File: src/rtl/eyeriss_mem_pkg.sv
// Shared types and default widths for the scratch-RAM access blocks.
package eyeriss_mem_pkg;

    localparam int unsigned AW_DEF     = 16;
    localparam int unsigned DW_DEF     = 16;
    localparam int unsigned LW_DEF     = 16;
    localparam int unsigned FIFO_DEPTH = 2;

    typedef enum logic [0:0] {
        IDLE = 1'b0,
        RUN  = 1'b1
    } rd_state_e;

endpackage

File: src/rtl/rd_skid_fifo.sv
// Two-entry FIFO that catches RAM read data and presents the oldest word.
module rd_skid_fifo #(
    parameter int DW = 16
) (
    input  logic          clk,
    input  logic          rst_n,
    input  logic          push,
    input  logic [DW-1:0] push_data,
    input  logic          pop,
    output logic [1:0]    count,
    output logic [DW-1:0] head,
    output logic          full,
    output logic          empty
);

    logic [1:0][DW-1:0] mem_q, mem_d;
    logic               wr_ptr_q, wr_ptr_d;
    logic               rd_ptr_q, rd_ptr_d;
    logic [1:0]         count_q, count_d;

    // Next-state for storage, pointers and occupancy.
    always_comb begin
        mem_d    = mem_q;
        wr_ptr_d = wr_ptr_q;
        rd_ptr_d = rd_ptr_q;
        if (push) begin
            mem_d[wr_ptr_q] = push_data;
            wr_ptr_d        = ~wr_ptr_q;
        end else begin
            wr_ptr_d = wr_ptr_q;
        end
        if (pop) begin
            rd_ptr_d = ~rd_ptr_q;
        end else begin
            rd_ptr_d = rd_ptr_q;
        end
        case ({push, pop})
            2'b10:   count_d = count_q + 2'd1;
            2'b01:   count_d = count_q - 2'd1;
            default: count_d = count_q;
        endcase
    end

    // Storage and pointer registers; storage cleared so the head reads 0 after reset.
    always_ff @(posedge clk or negedge rst_n) begin
        if (!rst_n) begin
            mem_q    <= {2{{DW{1'b0}}}};
            wr_ptr_q <= 1'b0;
            rd_ptr_q <= 1'b0;
            count_q  <= 2'd0;
        end else begin
            mem_q    <= mem_d;
            wr_ptr_q <= wr_ptr_d;
            rd_ptr_q <= rd_ptr_d;
            count_q  <= count_d;
        end
    end

    assign count = count_q;
    assign head  = mem_q[rd_ptr_q];
    assign full  = (count_q == 2'd2);
    assign empty = (count_q == 2'd0);

    rd_skid_fifo_chk u_chk (
        .clk   (clk),
        .rst_n (rst_n),
        .push  (push),
        .pop   (pop),
        .count (count_q)
    );

endmodule

// Protocol checks for rd_skid_fifo: no overflow, no underflow.
module rd_skid_fifo_chk (
    input logic       clk,
    input logic       rst_n,
    input logic       push,
    input logic       pop,
    input logic [1:0] count
);

    a_no_overflow: assert property (@(posedge clk) disable iff (!rst_n)
        !(push && !pop && (count == 2'd2)));

    a_no_underflow: assert property (@(posedge clk) disable iff (!rst_n)
        !(pop && (count == 2'd0)));

endmodule

File: src/rtl/ram_burst_reader.sv
// Burst read initiator: turns (addr, len) commands into consecutive RAM reads
// and a back-pressurable word stream at up to one word per cycle.
module ram_burst_reader
    import eyeriss_mem_pkg::*;
#(
    parameter int AW = AW_DEF,
    parameter int DW = DW_DEF,
    parameter int LW = LW_DEF
) (
    input  logic          clk,
    input  logic          rst_n,
    input  logic          cmd_valid,
    output logic          cmd_ready,
    input  logic [AW-1:0] cmd_addr,
    input  logic [LW-1:0] cmd_len,
    output logic [AW-1:0] mem_addr,
    output logic          mem_we,
    output logic [DW-1:0] mem_din,
    input  logic [DW-1:0] mem_dout,
    output logic          out_valid,
    input  logic          out_ready,
    output logic [DW-1:0] out_data,
    output logic          out_last,
    output logic          busy,
    output logic          done
);

    rd_state_e     state_q, state_d;
    logic [AW-1:0] addr_q, addr_d;
    logic [LW-1:0] len_q, len_d;
    logic [LW-1:0] issued_q, issued_d;
    logic [LW-1:0] popped_q, popped_d;
    logic [AW-1:0] mem_addr_q, mem_addr_d;
    // rd_s1: address on the RAM bus this cycle; rd_s2: its data is on mem_dout.
    logic          rd_s1_q, rd_s1_d;
    logic          rd_s2_q, rd_s2_d;
    logic          done_q, done_d;

    logic          issue_s;
    logic          pop_s;
    logic          push_s;
    logic          last_beat_s;
    logic [2:0]    outstanding_s;
    logic [1:0]    fifo_count;
    logic [DW-1:0] fifo_head;
    logic          fifo_full;
    logic          fifo_empty;

    // FSM, address/length capture, issue credit and beat counting.
    always_comb begin
        state_d    = state_q;
        addr_d     = addr_q;
        len_d      = len_q;
        issued_d   = issued_q;
        popped_d   = popped_q;
        mem_addr_d = mem_addr_q;
        done_d     = 1'b0;
        issue_s    = 1'b0;

        pop_s  = !fifo_empty && out_ready;
        // Data stage that finds the FIFO full waits; mem_addr is still its
        // address (no issue can have happened since), so mem_dout keeps the word.
        push_s = rd_s2_q && (!fifo_full || pop_s);
        // Words already claimed: FIFO contents plus both read pipeline stages.
        outstanding_s = {1'b0, fifo_count} + {2'b00, rd_s1_q} + {2'b00, rd_s2_q}
                      - {2'b00, pop_s};
        last_beat_s   = pop_s && (popped_q == (len_q - LW'(1)));

        case (state_q)
            IDLE: begin
                if (cmd_valid) begin
                    addr_d   = cmd_addr;
                    len_d    = cmd_len;
                    popped_d = {LW{1'b0}};
                    if (cmd_len == {LW{1'b0}}) begin
                        issued_d = {LW{1'b0}};
                        done_d   = 1'b1;
                    end else begin
                        // First read goes out on the accepting edge.
                        state_d    = RUN;
                        issue_s    = 1'b1;
                        mem_addr_d = cmd_addr;
                        issued_d   = LW'(1);
                    end
                end else begin
                    state_d = IDLE;
                end
            end
            RUN: begin
                // Three outstanding words cover the two-cycle read pipeline and
                // still fit: at most two in the FIFO plus one held at the RAM.
                if ((issued_q != len_q) && (outstanding_s < 3'd3)) begin
                    issue_s    = 1'b1;
                    mem_addr_d = addr_q + AW'(issued_q);
                    issued_d   = issued_q + LW'(1);
                end else begin
                    issue_s = 1'b0;
                end
                if (pop_s) begin
                    popped_d = popped_q + LW'(1);
                end else begin
                    popped_d = popped_q;
                end
                if (last_beat_s) begin
                    state_d = IDLE;
                end else begin
                    state_d = RUN;
                end
            end
            default: begin
                state_d = IDLE;
            end
        endcase

        rd_s1_d = issue_s;
        if (rd_s2_q && !push_s) begin
            rd_s2_d = 1'b1;
        end else begin
            rd_s2_d = rd_s1_q;
        end
    end

    // Control and datapath registers; reset aborts any burst in flight.
    always_ff @(posedge clk or negedge rst_n) begin
        if (!rst_n) begin
            state_q    <= IDLE;
            addr_q     <= {AW{1'b0}};
            len_q      <= {LW{1'b0}};
            issued_q   <= {LW{1'b0}};
            popped_q   <= {LW{1'b0}};
            mem_addr_q <= {AW{1'b0}};
            rd_s1_q    <= 1'b0;
            rd_s2_q    <= 1'b0;
            done_q     <= 1'b0;
        end else begin
            state_q    <= state_d;
            addr_q     <= addr_d;
            len_q      <= len_d;
            issued_q   <= issued_d;
            popped_q   <= popped_d;
            mem_addr_q <= mem_addr_d;
            rd_s1_q    <= rd_s1_d;
            rd_s2_q    <= rd_s2_d;
            done_q     <= done_d;
        end
    end

    rd_skid_fifo #(.DW(DW)) u_fifo (
        .clk       (clk),
        .rst_n     (rst_n),
        .push      (push_s),
        .push_data (mem_dout),
        .pop       (pop_s),
        .count     (fifo_count),
        .head      (fifo_head),
        .full      (fifo_full),
        .empty     (fifo_empty)
    );

    assign cmd_ready = (state_q == IDLE);
    assign busy      = (state_q == RUN);
    assign mem_addr  = mem_addr_q;
    assign mem_we    = 1'b0;
    assign mem_din   = {DW{1'b0}};
    assign out_valid = !fifo_empty;
    assign out_data  = fifo_head;
    assign out_last  = !fifo_empty && (popped_q == (len_q - LW'(1)));
    // Zero-length bursts pulse from the register; real bursts pulse with the last beat.
    assign done      = done_q || last_beat_s;

endmodule
File: config.mk
export PLATFORM = sky130hd
export DESIGN_NAME = ram_burst_reader
export DESIGN_NICKNAME = d
export VERILOG_FILES = /design/src/rtl/eyeriss_mem_pkg.sv /design/src/rtl/rd_skid_fifo.sv /design/src/rtl/ram_burst_reader.sv
export SDC_FILE = /design/constraint.sdc
export NUM_CORES = 1
export LEC_CHECK = 0
export BUFFER_PORTS_ARGS = -buffer_cell sky130_fd_sc_hd__buf_4
export CORE_UTILIZATION = 55
export CTS_BUF_LIST = sky130_fd_sc_hd__clkbuf_16
export DETAILED_ROUTE_END_ITERATION = 10
export GPL_TIMING_DRIVEN = 0
export PLACE_DENSITY = 0.78
export SYNTH_ARGS = -nofsm -noshare
export SYNTH_HDL_FRONTEND = slang
export SYNTH_HIERARCHICAL = 1
export SYNTH_SLANG_ARGS = --single-unit
File: constraint.sdc
create_clock -name clk -period 3.5 [get_ports clk]
set_input_delay 0.7 -clock clk [delete_from_list [all_inputs] [get_ports clk]]
set_output_delay 0.7 -clock clk [all_outputs]
set_load 0.02 [all_outputs]
# == Word-level counts from Yosys, hierarchy flattened ==
# Cells that the tools add are included.
# W data, S select, Z words.
# totals
out_inout_bits,54
word_cells,85
regBits,120
input_bits,52
# classes
n_mux,27
n_bitwise,3
eq_ne,9
reduce_logical,19
addsub,9
n_lt_le_gt_ge,4
# op_table
cell,count
$mux W16,10
$pmux W16 S2,3
$add A16 B1 Y16 const B,2
$bwmux W32,1
$add A16 B16 Y16,1
$demux W16 S1,1
$eq A16 B16 Y1,1
$logic_not A16 Y1,1
$ne A16 B16 Y1,1
$sub A16 B1 Y16 const B,1
$mux W1,9
$logic_and A1 B1 Y1,7
$reduce_and A2 Y1,3
$eq A2 B2 Y1 const B,2
$lt A1 B2 Y1 const B,2
$ne A2 B1 Y1 const B,2
$ne A2 B2 Y1 const B,2
$pmux W1 S2,2
$pmux W2 S2,1
$add A2 B1 Y3,1
$add A3 B1 Y3,1
$logic_not A1 Y1,3
$lt A3 B2 Y1 const B,1
$not A1 Y1,3
other kinds (9),10

# == Longest topological paths before layout ==
# Gate-level depths: netlist of the first run.
# depth
ltp_word,8
ltp_mapped,14
ltp_nobuf,13

# == By module ==
# Netlist of the first run, hierarchy kept.
# modules_own_cells
mod,instances,area_per_inst_um2,seq_area_each_um2,cells_each
ram_burst_reader,1,5365.1,2102.0,571
rd_skid_fifo,1,1565.3,900.9,100

# == Least setup slack after synthesis of the first run ==
# Ideal clock, no wire load.
# synth_path
path_type,register to output
from,reg len_q[0]
to,out done
n_path_buf,0
setup_slack_ns,0.247
t_arrival_ns,2.553
path_stages_with_launch,10
required_time_ns,2.800
cell_sequence,dfrtp_1 -> inv_1 -> ha_1 -> or4b_4 -> nor4b_4 -> mux2_1 -> mux2i_1 -> a221oi_2 -> and3_1 -> or2_1
# synth_via
elab_chain_len,4
# synth_lines
item,line_no,rtl
"start, declared",ram_burst_reader.sv:30,"logic [LW-1:0] len_q, len_d;"
"start signal, assigned",ram_burst_reader.sv:128,len_q <= {LW{1'b0}};
"start signal, assigned",ram_burst_reader.sv:138,len_q <= len_d;
$sub A16 B1 Y16,ram_burst_reader.sv:67,last_beat_s = pop_s && (popped_q == (len_q - LW'(1)));
$eq A16 B16 Y1,ram_burst_reader.sv:67,
$logic_and A1 B1 Y1,ram_burst_reader.sv:67,
$logic_or A1 B1 Y1,ram_burst_reader.sv:169,assign done = done_q || last_beat_s;
"end, declared",ram_burst_reader.sv:25,output logic done
# Every way passes these cells.

# == Worst setup path in the final report of the first run ==
# layout_path
from,reg len_q[1]
to,out done
# The elaborated chain is that of the path after synthesis.

==> results of run 1 <==
## how the worst max path moves through the flow
stage | startpoint | to | slack, ns
after global placement | len_q[0]$_DFFE_PN0P_ | done | -0.11
final | len_q[1]$_DFFE_PN0P_ | done | -0.24
after detailed placement | len_q[0]$_DFFE_PN0P_ | done | -0.13
after floorplan | len_q[0]$_DFFE_PN0P_ | done | 0.25
after global routing | len_q[1]$_DFFE_PN0P_ | done | -0.29
after CTS | len_q[1]$_DFFE_PN0P_ | done | -0.23
## kinds of logic (layout without fill, tap and decap cells)
logic type | count (synthesis) | in the layout | share of synthesized area, %
and+or+nand+nor | 192 | 192 | 14.2
muxes | 100 | 100 | 15.9
other | 1 | 17 | 0.0541
xor gates and xnor gates | 57 | 57 | 7.20
AOI/OAI and AO/OA | 111 | 111 | 9.89
DFF | 120 | 120 | 43.3
adders and majority gates | 23 | 23 | 4.48
buffers and inverters | 67 | 194 | 4.96
## stage by stage
step | utilization [%] | hold WS (ns) | power (mW) | setup TNS (ns) | std cells
after floorplan | - | 0.404 | 1.98 | 0 | 687
after CTS | 70.0 | 0.261 | 3.80 | -0.280 | 982
after detailed placement | 64.9 | 0.464 | 2.24 | -0.131 | 944
final | 70.2 | 0.248 | 3.78 | -0.309 | 982
after global routing | 70.2 | 0.289 | 3.94 | -0.430 | 982
after global placement | 64.6 | 0.452 | 2.22 | -0.111 | 943
## state kept, by name, summed over array words and instances, names as in the netlist
signal	flops
addr_q	16
busy	1
done_q	1
issued_q	16
len_q	16
mem_addr	16
popped_q	16
rd_s1_q	1
rd_s2_q	1
u_fifo/count	2
u_fifo/mem_q	32
u_fifo/rd_ptr_q	1
u_fifo/wr_ptr_q	1
## power by group
group | switching [mW] | total [mW] | internal, mW | leakage [nW]
registers | 0.0775 | 1.53 | 1.45 | 1.58
logic | 0.377 | 0.703 | 0.326 | 2.52
clock network | 0.601 | 1.55 | 0.945 | 0.257
## placed cells by master, fill, tap and decap left out, drive strengths merged, types with 27 or more instances in the layout
master	Yosys	routed
buf	29	126
dfrtp	120	120
mux2	82	82
nor2	45	45
nand2	40	40
o21ai	34	34
clkbuf	17	34
xor2	30	30
a21oi	29	29
nand3	29	29
xnor2	27	27
## routing by layer
| metal | share of wire, % | vias to the layer above | global-route usage, % |
|---|---|---|---|
| met5 | 0 | - | 0 |
| met4 | 3.1 | 0 | 13.4 |
| met3 | 5.0 | 39 | 5.40 |
| met2 | 49 | 185 | 45.0 |
| met1 | 43 | 2734 | 34.8 |
| li1 | - | 2633 | - |
## layout make-up
type / count / area (µm²) / share of cell area (%)
repair buffers: 97 / 759 / 8.90
clock buffers: 17 / 425 / 4.98
flip-flops and latches: 120 / 3010 / 35.2
plain buffers: 46 / 272 / 3.18
clock inverters: 13 / 93.8 / 1.10
inverters: 21 / 78.8 / 0.923
well taps: 168 / 210 / 2.46
multi-input cells: 500 / 3690 / 43.2
## repair_timing
item	4_1_cts	5_1_grt
resized for setup	11	17
endpoints found under the setup margin	2	32
buffers inserted	8	0
pin swaps	5	3
## cell usage after synthesis (17+ instances only)
master	instances
ha_1	20
a21oi_1	29
nor2_1	44
dfrtp_1	120
buf_4	17
mux2_2	81
nand2_1	39
xor2_1	30
clkbuf_1	17
inv_1	20
xnor2_1	27
o21ai_0	33
nand3_1	29
mux2i_1	18
## critical path, cell delays in order, from the launching register on
cell,delay (ns)
dfrtp_2,0.42
inv_2,0.07
ha_4,0.13
or4b_4,0.51
nor4b_4,0.29
mux2_4,0.33
mux2i_1,0.17
a221oi_2,0.09
and3_1,0.20
or2_4,0.27
buf_6,0.13
==> flow_summary.toml, run 1 <==
[status]
status = "finished with violations"
violations = "negative setup slack"

[clock_network]
clockBufferDepth = 2
worstSkewPairLatency_ns = 0.42
cts.htree.levels = 4
postCtsHoldBufs = 0
cts-buffers-inserted = 17
clk_pin_slew_worst_paths_ns = 0.05
cts_tree = "done"
clock-sinks = 120
cts_root_buffer = "clkbuf_16"

[synth]
ys_seq_elements = 120
synth-edff-count = 0
synth_top_area_share_pct = 43.3
synth_cell_types = 56
ys_warn_count = 6
synthFlopType = "dfrtp_1"
yosysTopAreaCell = "dfrtp_1"
syn_area_per_cell_um2 = 10.3
async_flop_share_pct = 100
seq_area_frac_synth_pct = 43.3
syn_area_um2 = 6930
syn_inst = 671
yosys-top-cells-area = "dfrtp_1 (43%), mux2_2 (13%), xor2_1 (3.8%)"

[die]
ios = 106
dieArea_um2 = 13100
die_w_um = 114
die_y_um = 114
coreArea_um2 = 12200
initial_utilization_pct = 57.0
num_rows = 40

[global_routing]
grt_overflow = 0
grt_max_degree = 64
grt_pass1_vias = 5539
grt_pass1_wl_mm = 27.2
track_usage_pct = 27.4
grt_antenna_before_repair = 0

[worst_setup_path]
crit_fanout = 4
worstPathRequired_ns = 2.80
endpoint_kind = "primary output"
reg2reg_depth = 13
r2r_slack_ns = 0.20
critPathKind = "register to primary output"
arrival_ns = 3.04
regToRegEndpoint = "issued_q[4]$_DFFE_PN0P_"
r2r_start = "u_fifo/count[0]$_DFFE_PN0P_"
start_kind = "register"

[timing]
grt_setup_unrepaired = "yes"
worst_slack_ns = -0.237
worst_pin_slew_ns = 0.792
maxSlewViolCount = 0
setup_viol = 2
slew_headroom_pct = 46.7
max_freq_ghz = 0.268
finalHoldViolCount = 0
finalCritPeriodShare_pct = 107
final.setup_skew_ns = 0.00623
period_needed_ns = 3.74

[power_and_ir_drop]
power_density_nw_per_um2 = 443
leakage_nw = 4.35
peakVddDrop_mv = 0.269

[worst_hold_path]
hold_path.class = "input pin to asynchronous set/reset pin"

[cells_and_area]
fin_area_um2 = 8540
antenna_cells = 0
area_delta_synth_final_pct = 23.2
fillers = 916
layout-drive-gt1-share_pct = 31.2
nets = 878

[placed_design]
dpl_cell_area_um2 = 7890
place_congestion = 0.889
pre_cts_ws_ns = -0.129
io_buffers = 88
dp_hpwl_mm = 12.1

[drt]
drcViolationCount = 0
wl_mm = 16.9
dr.first_iter.drc_count = 435
avgViaCountPerCell = 5.69
ant_nets = 0
wl_per_cell_um = 17.2
drt_pass1_iterations = 5
vias = 5591

[flow_run]
drv_cap = 0
Power figures use the tool's default switching activity.
==> run 2, diff against run 1 <==
--- a/config.mk
+++ b/config.mk
@@ -10,8 +10,7 @@
 export CTS_BUF_LIST = sky130_fd_sc_hd__clkbuf_16
 export DETAILED_ROUTE_END_ITERATION = 10
 export GPL_TIMING_DRIVEN = 0
-export PLACE_DENSITY = 0.78
+export PLACE_DENSITY = 0.77
 export SYNTH_ARGS = -nofsm -noshare
 export SYNTH_HDL_FRONTEND = slang
-export SYNTH_HIERARCHICAL = 1
 export SYNTH_SLANG_ARGS = --single-unit
==> flow_summary.toml, run 2 <==
[status]
status = "finished with violations"
violations = "negative setup slack"

[timing]
worst_pin_slew_ns = 0.755
worst_slack_ns = -0.226
slew_headroom_pct = 49.7
final.setup_skew_ns = 0.00846
period_needed_ns = 3.73
setup_viol = 2
max_freq_ghz = 0.268
whs_ns = 0.226
finalCritPeriodShare_pct = 106
maxSlewViolCount = 0
finalHoldViolCount = 0
grt_setup_unrepaired = "yes"

[die]
die_w_um = 115
initial_utilization_pct = 57.5
ios = 106
num_rows = 40
die_y_um = 115
dieArea_um2 = 13300
coreArea_um2 = 12300

[cells_and_area]
nets = 951
layout_common_cells = "nand2_1 (133), buf_4 (118), dfrtp_1 (114), mux2_2 (58), nor2_1 (40)"
final_common_cell = "nand2_1"
final_core_util_pct = 71.6
largest_reg_flops = 32
area_delta_synth_final_pct = 24.7
fin_area_um2 = 8780
layout-drive-gt1-share_pct = 28.1
layout.cells.non_filler = 1057
largest-register = "u_fifo.mem_q"
antenna_cells = 0

[synth]
synthAdderAreaFrac_pct = 4.40
syn_area_um2 = 7050
synthFlopType = "dfrtp_1"
yosys-top-cells-area = "dfrtp_1 (43%), mux2_2 (9.3%), nand2_1 (7.1%)"
syn_area_per_cell_um2 = 9.52
synth_top_area_share_pct = 42.6
ys_seq_elements = 120
synth_common_cells = "nand2_1 (133), dfrtp_1 (120), mux2_2 (58), nor2_1 (41), xnor2_1 (36)"
synth_cell_types = 64
yosysMostFrequentCell = "nand2_1"
synth-edff-count = 0
synth-compound-area-share_pct = 11.7
async_flop_share_pct = 100
synth_xor_area_share_pct = 5.97
yosysTopAreaCell = "dfrtp_1"
seq_area_frac_synth_pct = 42.6
syn_inst = 740
synth_top_family_by_area = "simple AND/OR/NAND/NOR gates"
ys_warn_count = 0
yosys.area_share.simple_pct = 18.0
synthMuxAreaShare_pct = 12.3

[drt]
wl_per_cell_um = 17.4
drcViolationCount = 0
vias = 6059
wl_mm = 18.4
drt_pass1_iterations = 5
avgViaCountPerCell = 5.73
ant_nets = 0
dr.first_iter.drc_count = 444

[global_routing]
grt_pass1_wl_mm = 29.4
grt_max_degree = 69
grt_pass1_vias = 6046
grt_antenna_before_repair = 0
grt_overflow = 0
track_usage_pct = 29.3

[clock_network]
clockBufferDepth = 2
cts-buffers-inserted = 17
worstSkewPairLatency_ns = 0.42
cts.htree.levels = 4
clock-sinks = 120
clk_pin_slew_worst_paths_ns = 0.05
cts_tree = "done"
cts_root_buffer = "clkbuf_16"

[power_and_ir_drop]
peakVddDrop_mv = 0.629
leakage_nw = 4.07
power_density_nw_per_um2 = 922
p_total_mw = 8.10

[worst_hold_path]
hold_path.class = "input pin to asynchronous set/reset pin"

[placed_design]
io_buffers = 88
dpl_cell_area_um2 = 8020
placed_cells = 1013
dp_hpwl_mm = 12.8
place_congestion = 0.904

[worst_setup_path]
crit_fanout = 5
worstPathRequired_ns = 2.80
worstPathCellList = "or4_4 -> or4_4 -> nor4b_4 -> xnor2_2 -> nor4_2 -> a41o_1 -> buf_6"
endpoint_kind = "primary output"
critPathKind = "register to primary output"
crit_top_cell = "or4_4"
arrival_ns = 3.03
start_kind = "register"
slowest_delay_ns = 0.53
slowest_stage = "or4_4"

[flow_run]
drv_cap = 0
-- run 2: cell types whose count changed after synthesis, sizes merged, moves of 5 or more --
cell and change:
nand2 +93, mux2 -24, nand3 -19, xor2 -18, clkbuf +9, xnor2 +9
nand4 +8, nor4 -7, and3 +5, buf -5
-- run 2: layout make-up --
cell class / instances / area, µm²
inverters: 23 / 86.3
repair buffers: 104 / 816
fillers: 872 / 3480
plain buffers: 47 / 280
multi-input cells: 563 / 3830
clock inverters: 15 / 130
well taps: 168 / 210
flip-flops and latches: 120 / 3010
clock buffers: 17 / 425
-- run 2: report_power, final --
group          total, mW  switching (mW)  leakage (nW)  internal (mW)
Combinational       4.11            2.23          2.36           1.88
Clock               1.64           0.666         0.257          0.973
Sequential          2.35           0.421          1.46           1.93
-- run 2: what timing repair did --
action	4_1_cts	5_1_grt
setup endpoints to repair	31	35
setup buffers	11	4
resized for setup	29	15
pin swaps	9	6
hold buffers	0	0
-- run 2: metal layers --
layer	vias up	part of all wire (%)	global-route usage (%)	routed length (µm)
li1	2854	-	-	-
met5	-	0	0	0
met1	2936	42	34.9	7630
met2	222	50	50.3	9150
met4	0	2.8	14.8	509
met3	47	5.8	6.38	1070
-- run 2: critical path: cells and delay by family (launching register included) --
kind	cells	cell delay, ns
and+or+nand+nor	4	1.63
DFF	1	0.46
AOI/OAI and AO/OA	1	0.27
buffers and inverters	1	0.14
xor gates and xnor gates	1	0.11
-- run 2: final timing paths --
kind / end / slack (ns) / startpoint / cells after the start
min reg2reg: rd_s2_q$_DFF_PN0_ / 0.48 / rd_s1_q$_DFF_PN0_ / 2
max: done / -0.23 / len_q[7]$_DFFE_PN0P_ / 7
max reg2reg: issued_q[12]$_DFFE_PN0P_ / 0.14 / u_fifo.count[1]$_DFFE_PN0P_ / 14
max in group asynchronous: u_fifo.mem_q[11]$_DFFE_PN0P_ / 2.56 / rst_n / 2
min: len_q[6]$_DFFE_PN0P_ / 0.23 / rst_n / 1
min in group clk: rd_s2_q$_DFF_PN0_ / 0.48 / rd_s1_q$_DFF_PN0_ / 2
-- run 2: stage by stage --
stage / TNS [ns] / setup slack [ns]
global placement: -12.85 / -0.658
detailed placement: -14.48 / -0.721
CTS: -0.358 / -0.249
floorplan: 0 / 0.0905
finish: -0.305 / -0.226
global route: -0.492 / -0.311
-- run 2: logic make-up (layout without fill, tap and decap cells) --
family,Yosys count,count (layout)
XOR/XNOR,48,48
AO/OA/AOI/OAI,128,128
multiplexers,79,79
adder cells (fa/ha/maj),23,23
other,1,17
buffers and inverters,73,206
AND/OR/NAND/NOR,268,268
flip-flops,120,120
